==> src/rtl/bht_upd_arb.sv <==
// rtl/bht_upd_arb.sv - BHT port scheduler: fetch lookups vs. queued resolve-stage history updates
// Optional macro BHT_FWD_EN: forward pending update bits for lk_addr into lk_hist.
module bht_upd_arb #(
  parameter int AW         = 10,
  parameter int HW         = 10,
  parameter int DEPTH      = 4,
  parameter int STARVE_MAX = 4,
  localparam int PW = $clog2(DEPTH),
  localparam int CW = $clog2(DEPTH) + 1,
  localparam int SW = $clog2(STARVE_MAX + 1)
) (
  input  logic          clk,
  input  logic          reset,
  input  logic          lk_valid,
  input  logic [AW-1:0] lk_addr,
  output logic          lk_ready,
  output logic [HW-1:0] lk_hist,
  input  logic          upd_valid,
  input  logic [AW-1:0] upd_addr,
  input  logic          upd_taken,
  output logic          upd_ready,
  output logic          bht_wr_en,
  output logic          bht_wr_data,
  output logic [AW-1:0] bht_addr,
  input  logic [HW-1:0] bht_rd_data,
  output logic [CW-1:0] fifo_cnt
);

  typedef enum logic [1:0] {IDLE, PEND, FORCE} state_t;

  state_t         state, state_nxt;
  logic [AW-1:0]  q_addr [DEPTH];
  logic [DEPTH-1:0] q_taken;
  logic [PW-1:0]  rd_ptr, wr_ptr;
  logic [CW-1:0]  cnt, cnt_nxt;
  logic [SW-1:0]  stall_cnt, stall_nxt;
  logic           enq, deq;

  // Backpressure comes from the registered count only, never from a same-cycle drain.
  assign upd_ready   = (cnt < CW'(DEPTH));
  assign enq         = upd_valid && upd_ready;
  assign fifo_cnt    = cnt;
  assign bht_wr_en   = deq && reset;
  assign bht_wr_data = q_taken[rd_ptr];

  always_comb begin
    state_nxt = state;
    stall_nxt = stall_cnt;
    deq       = 1'b0;
    lk_ready  = 1'b1;
    case (state)
      IDLE: stall_nxt = '0;
      PEND: begin
        if (lk_valid) stall_nxt = stall_cnt + SW'(1);
        else begin
          deq       = 1'b1;
          stall_nxt = '0;
        end
      end
      FORCE: begin
        lk_ready  = 1'b0;
        deq       = 1'b1;
        stall_nxt = '0;
      end
      default: stall_nxt = '0;
    endcase

    cnt_nxt  = cnt + CW'(enq) - CW'(deq);
    bht_addr = deq ? q_addr[rd_ptr] : lk_addr;

    case (state)
      IDLE:  if (cnt_nxt != '0) state_nxt = PEND;
      PEND: begin
        if (lk_valid && (stall_nxt == SW'(STARVE_MAX))) state_nxt = FORCE;
        else if (cnt_nxt == '0)                         state_nxt = IDLE;
      end
      FORCE: state_nxt = (cnt_nxt != '0) ? PEND : IDLE;
      default: state_nxt = IDLE;
    endcase
  end

  always_ff @(posedge clk) begin
    if (!reset) begin
      state     <= IDLE;
      cnt       <= '0;
      rd_ptr    <= '0;
      wr_ptr    <= '0;
      stall_cnt <= '0;
    end else begin
      state     <= state_nxt;
      cnt       <= cnt_nxt;
      stall_cnt <= stall_nxt;
      if (enq) wr_ptr <= wr_ptr + PW'(1);
      if (deq) rd_ptr <= rd_ptr + PW'(1);
    end
  end

  // Entry storage needs no reset: the pointers and count define which entries are live.
  always_ff @(posedge clk) begin
    if (reset && enq) begin
      q_addr[wr_ptr]  <= upd_addr;
      q_taken[wr_ptr] <= upd_taken;
    end
  end

`ifdef BHT_FWD_EN
  logic [HW-1:0] fwd_hist;
  logic [PW-1:0] fwd_idx;

  // Replay every live entry for this index, oldest first, in the BHT shift direction.
  always_comb begin
    fwd_hist = bht_rd_data;
    fwd_idx  = rd_ptr;
    for (int i = 0; i < DEPTH; i++) begin
      fwd_idx = rd_ptr + PW'(i);
      if ((CW'(i) < cnt) && (q_addr[fwd_idx] == lk_addr))
        fwd_hist = {fwd_hist[HW-2:0], q_taken[fwd_idx]};
    end
  end

  assign lk_hist = fwd_hist;
`else
  assign lk_hist = bht_rd_data;
`endif

endmodule

==> config.mk <==
export PLATFORM = sky130hd
export DESIGN_NAME = bht_upd_arb
export DESIGN_NICKNAME = d
export VERILOG_FILES = /design/src/rtl/bht_upd_arb.sv
export SDC_FILE = /design/constraint.sdc
export NUM_CORES = 1
export LEC_CHECK = 0
export CORE_UTILIZATION = 53
export CTS_BUF_LIST = sky130_fd_sc_hd__clkbuf_16
export CTS_CLUSTER_SIZE = 28
export DETAILED_ROUTE_END_ITERATION = 8
export PLACE_DENSITY = 0.85
export SLEW_MARGIN = 30
export SYNTH_ARGS = -nofsm -noshare
export SYNTH_HDL_FRONTEND = slang
export SYNTH_SLANG_ARGS = --single-unit
==> constraint.sdc <==
create_clock -name clk -period 5.7 [get_ports clk]
set_input_delay 1.425 -clock clk [delete_from_list [all_inputs] [get_ports clk]]
set_output_delay 1.425 -clock clk [all_outputs]
set_load 0.05 [all_outputs]
==> flow_metrics.env <==
export IMPL_status="complete, but fails checks"
export IMPL_violations="design-rule violations"
export IMPL_cts_sinks=58
export IMPL_critPathSlowestCell="clkdlybuf4s50_1"
export IMPL_slew_viol_final=0
export IMPL_cp_data_arrival_time_ns=3.49
export IMPL_ctsHoldBuffers=0
export IMPL_clock_latency_ns=0.32
export IMPL_synth_seq_area_share=0.628
export IMPL_grt_setup_unrepaired="no"
export IMPL_crit_end="bht_addr[5]"
export IMPL_core_area_um2=4500
export IMPL_path_cells="clkdlybuf4s50_1 -> nor2b_1 -> o21ai_2 -> buf_4 -> mux2_2 -> clkdlybuf4s50_1"
export IMPL_rr_worst_depth=13
export IMPL_crit_buf_inv=3
export IMPL_synth_compound_area_share=0.0294
export IMPL_drcViolationCount=8
export IMPL_hold_class="flip-flop to flip-flop"
export IMPL_wl_per_cell_um=18.9
export IMPL_post_cts_setup_buffers=0
export IMPL_cp_num_cells=6
export IMPL_reg2reg_setup_slack_ns=2.48
export IMPL_synth_cell_area_um2=2550
export IMPL_synth_seq_cells=58
export IMPL_grt_max_degree=17
export IMPL_grt_use_total=0.218
export IMPL_setup_violations=0
export IMPL_cts_made_buffers=9
export IMPL_yosys_area_top_type="edfxtp_1"
export IMPL_cts_htree_levels=3
export IMPL_synthXorXnorAreaFrac=0.0196
export IMPL_yosysWarnings=0
export IMPL_worstSetupStartpointType="primary input"
export IMPL_gr_total_overflow=0
export IMPL_fmax_mhz=204
export IMPL_p_leak_nw=1.16
export IMPL_power_total_w=0.00136
export IMPL_p_per_area_nw_per_um2=421
export IMPL_synth_flop_cell="edfxtp_1"
export IMPL_antenna_left=0
export IMPL_cpPeakStageDelay_ns=0.71
export IMPL_firstDrtPassIters=8
export IMPL_synth_area_mux_share=0.146
export IMPL_fin_nets=245
export IMPL_drt_iter0_markers=84
export IMPL_finalHoldViolCount=0
export IMPL_synth_simple_area_share=0.0667
export IMPL_cp_common_cell="clkdlybuf4s50_1"
export IMPL_initial_utilization=0.566
export IMPL_wirelength_um=4840
export IMPL_die_area_um2=5100
export IMPL_critPathCaptureType="output port"
export IMPL_async_flop_share=0
export IMPL_clock_path_buffers=2
export IMPL_grt_pass1_vias=1596
export IMPL_reg2reg_to="state[1]"
export IMPL_place_gp_congestion=0.702
export IMPL_synth_fa_ha_area_frac=0.0569
export IMPL_ir_drop_uv=418
export IMPL_crit_start="lk_valid"
export IMPL_rr_startpoint="state[1]"
export IMPL_rows=24
export IMPL_dp_hpwl_um=3150
export IMPL_clk_pin_slew_ns=0.04
export IMPL_dieWidth_um=71.4
export IMPL_min_period_ns=4.91
export IMPL_worstSetupPathType="primary input to output port"
export IMPL_clock_skew_final_ns=0.00915
export IMPL_drive_gt1_frac=0.201
export IMPL_tightest_slew_ns=0.702
export IMPL_synth_edff_count=44
export IMPL_die_y_um=71.4
export IMPL_finalSetupTns_ns=0
export IMPL_port_buffers=41
export IMPL_diodes=0
export IMPL_ios=62
export IMPL_worst_path_dominant_cell_family="buffers and inverters"
export IMPL_cts_resized=0
export IMPL_vias=1424
export IMPL_grt_pass1_wl_um=7850
export IMPL_period_share=0.862
export IMPL_yosysUniqueCellTypes=37
export IMPL_final_cell_mix="44 x edfxtp_1, 41 x clkdlybuf4s50_1, 14 x dfxtp_1"
export IMPL_yosysTopAreaCellShare=0.518
export IMPL_drv_cap=0
export IMPL_synth_fp_nets=207
export IMPL_synth_top_family_by_area="multiplexers"
export IMPL_critPathMaxFanout=16
export IMPL_ys_top_cells_by_area="edfxtp_1 52%, dfxtp_1 11%, mux4_2 9.7%, ha_1 4.9%, mux2_2 4.4%"
export IMPL_worst_ep_required_time_ns=4.28
export IMPL_syn_avg_cell_area_um2=15.8
export IMPL_synthCells=161
export IMPL_area_growth_pct=26.1
export IMPL_cts_tree="yes"
export IMPL_mostFrequentLayoutCell="edfxtp_1"
export IMPL_maxSlewHeadroom=0.532
export IMPL_antenna_found_initial=0
export IMPL_viasPerCell=5.56
export IMPL_ctsRootBufferMaster="clkbuf_16"
-- per-layer routing --
layer / vias up / part of all wire / track usage
met5: - / 0 / 0
met2: 51 / 0.52 / 0.348
met4: 0 / 0.020 / 0.122
li1: 667 / - / -
met1: 692 / 0.40 / 0.255
met3: 14 / 0.060 / 0.0844
-- power breakdown --
part           switching, W  internal, W
clock network      0.000174     0.000329
registers         0.0000261     0.000494
logic              0.000182     0.000149
-- worst reg2reg max path: stages (launching register included) --
cell and delay [ns]:
dfxtp_1 0.38, inv_1 0.08, ha_1 0.22, nor2b_1 0.16, o21ai_2 0.10, buf_4 0.26, or2_2 0.18, nand2_1 0.05
ha_1 0.19, fa_1 0.39, xnor3_2 0.27, nor3_4 0.20, mux2_1 0.37, a32o_2 0.26
-- sequential cells by signal, summed over array words and instances, names as in the netlist, named ones only --
name and flops:
q_addr 40, q_taken 4, fifo_cnt 3, stall_cnt 3, rd_ptr 2, state 2, wr_ptr 2
-- Yosys cell counts, types with 2 or more instances --
cell type  number
buf_2           2
nand2_1         3
buf_4          10
edfxtp_1       44
clkbuf_1        3
and2_1          2
dfxtp_1        14
inv_1          10
mux2_2         10
and3_1          5
nor2_1          9
mux4_2         11
a21oi_1         3
ha_1           10
xnor2_1         3
-- per-stage QoR --
step	setup WS, ns	util	hold slack, ns	cells	instance area (um^2)
6_report	0.789	0.714	0.464	256	3220
5_1_grt	0.698	0.714	0.498	256	3220
4_1_cts	0.774	0.714	0.474	256	3220
3_5_place_dp	0.793	0.652	0.463	240	2940
3_3_place_gp	0.846	0.652	0.438	240	2940
2_1_floorplan	1.78	-	0.430	161	2550
-- cell families (layout without fill, tap and decap cells) --
logic type / after synthesis / count (layout)
xor+xnor: 4 / 4
buf+inv: 26 / 69
simple gates: 30 / 30
compound gates: 10 / 10
mux: 22 / 22
flops: 58 / 58
fa+ha+maj: 11 / 11
-- final cells by class --
class                   count  area (um^2)
well taps                  52         65.1
inverters                  11         41.3
multi-input cells          77          812
clock buffers               9          225
clock inverters             7         55.1
fillers                   290         1290
repair buffers             42          418
flip-flops and latches     58         1600
-- how the worst min path moves through the flow --
stage,startpoint,depth (start not counted),to
after floorplan,stall_cnt[0],1,stall_cnt[0]
after global placement,stall_cnt[0],1,stall_cnt[0]
after detailed placement,stall_cnt[0],1,stall_cnt[0]
after CTS,stall_cnt[0],1,stall_cnt[0]
after global routing,stall_cnt[0],1,stall_cnt[0]
final,stall_cnt[0],1,stall_cnt[0]
Power figures use the tool's default switching activity.
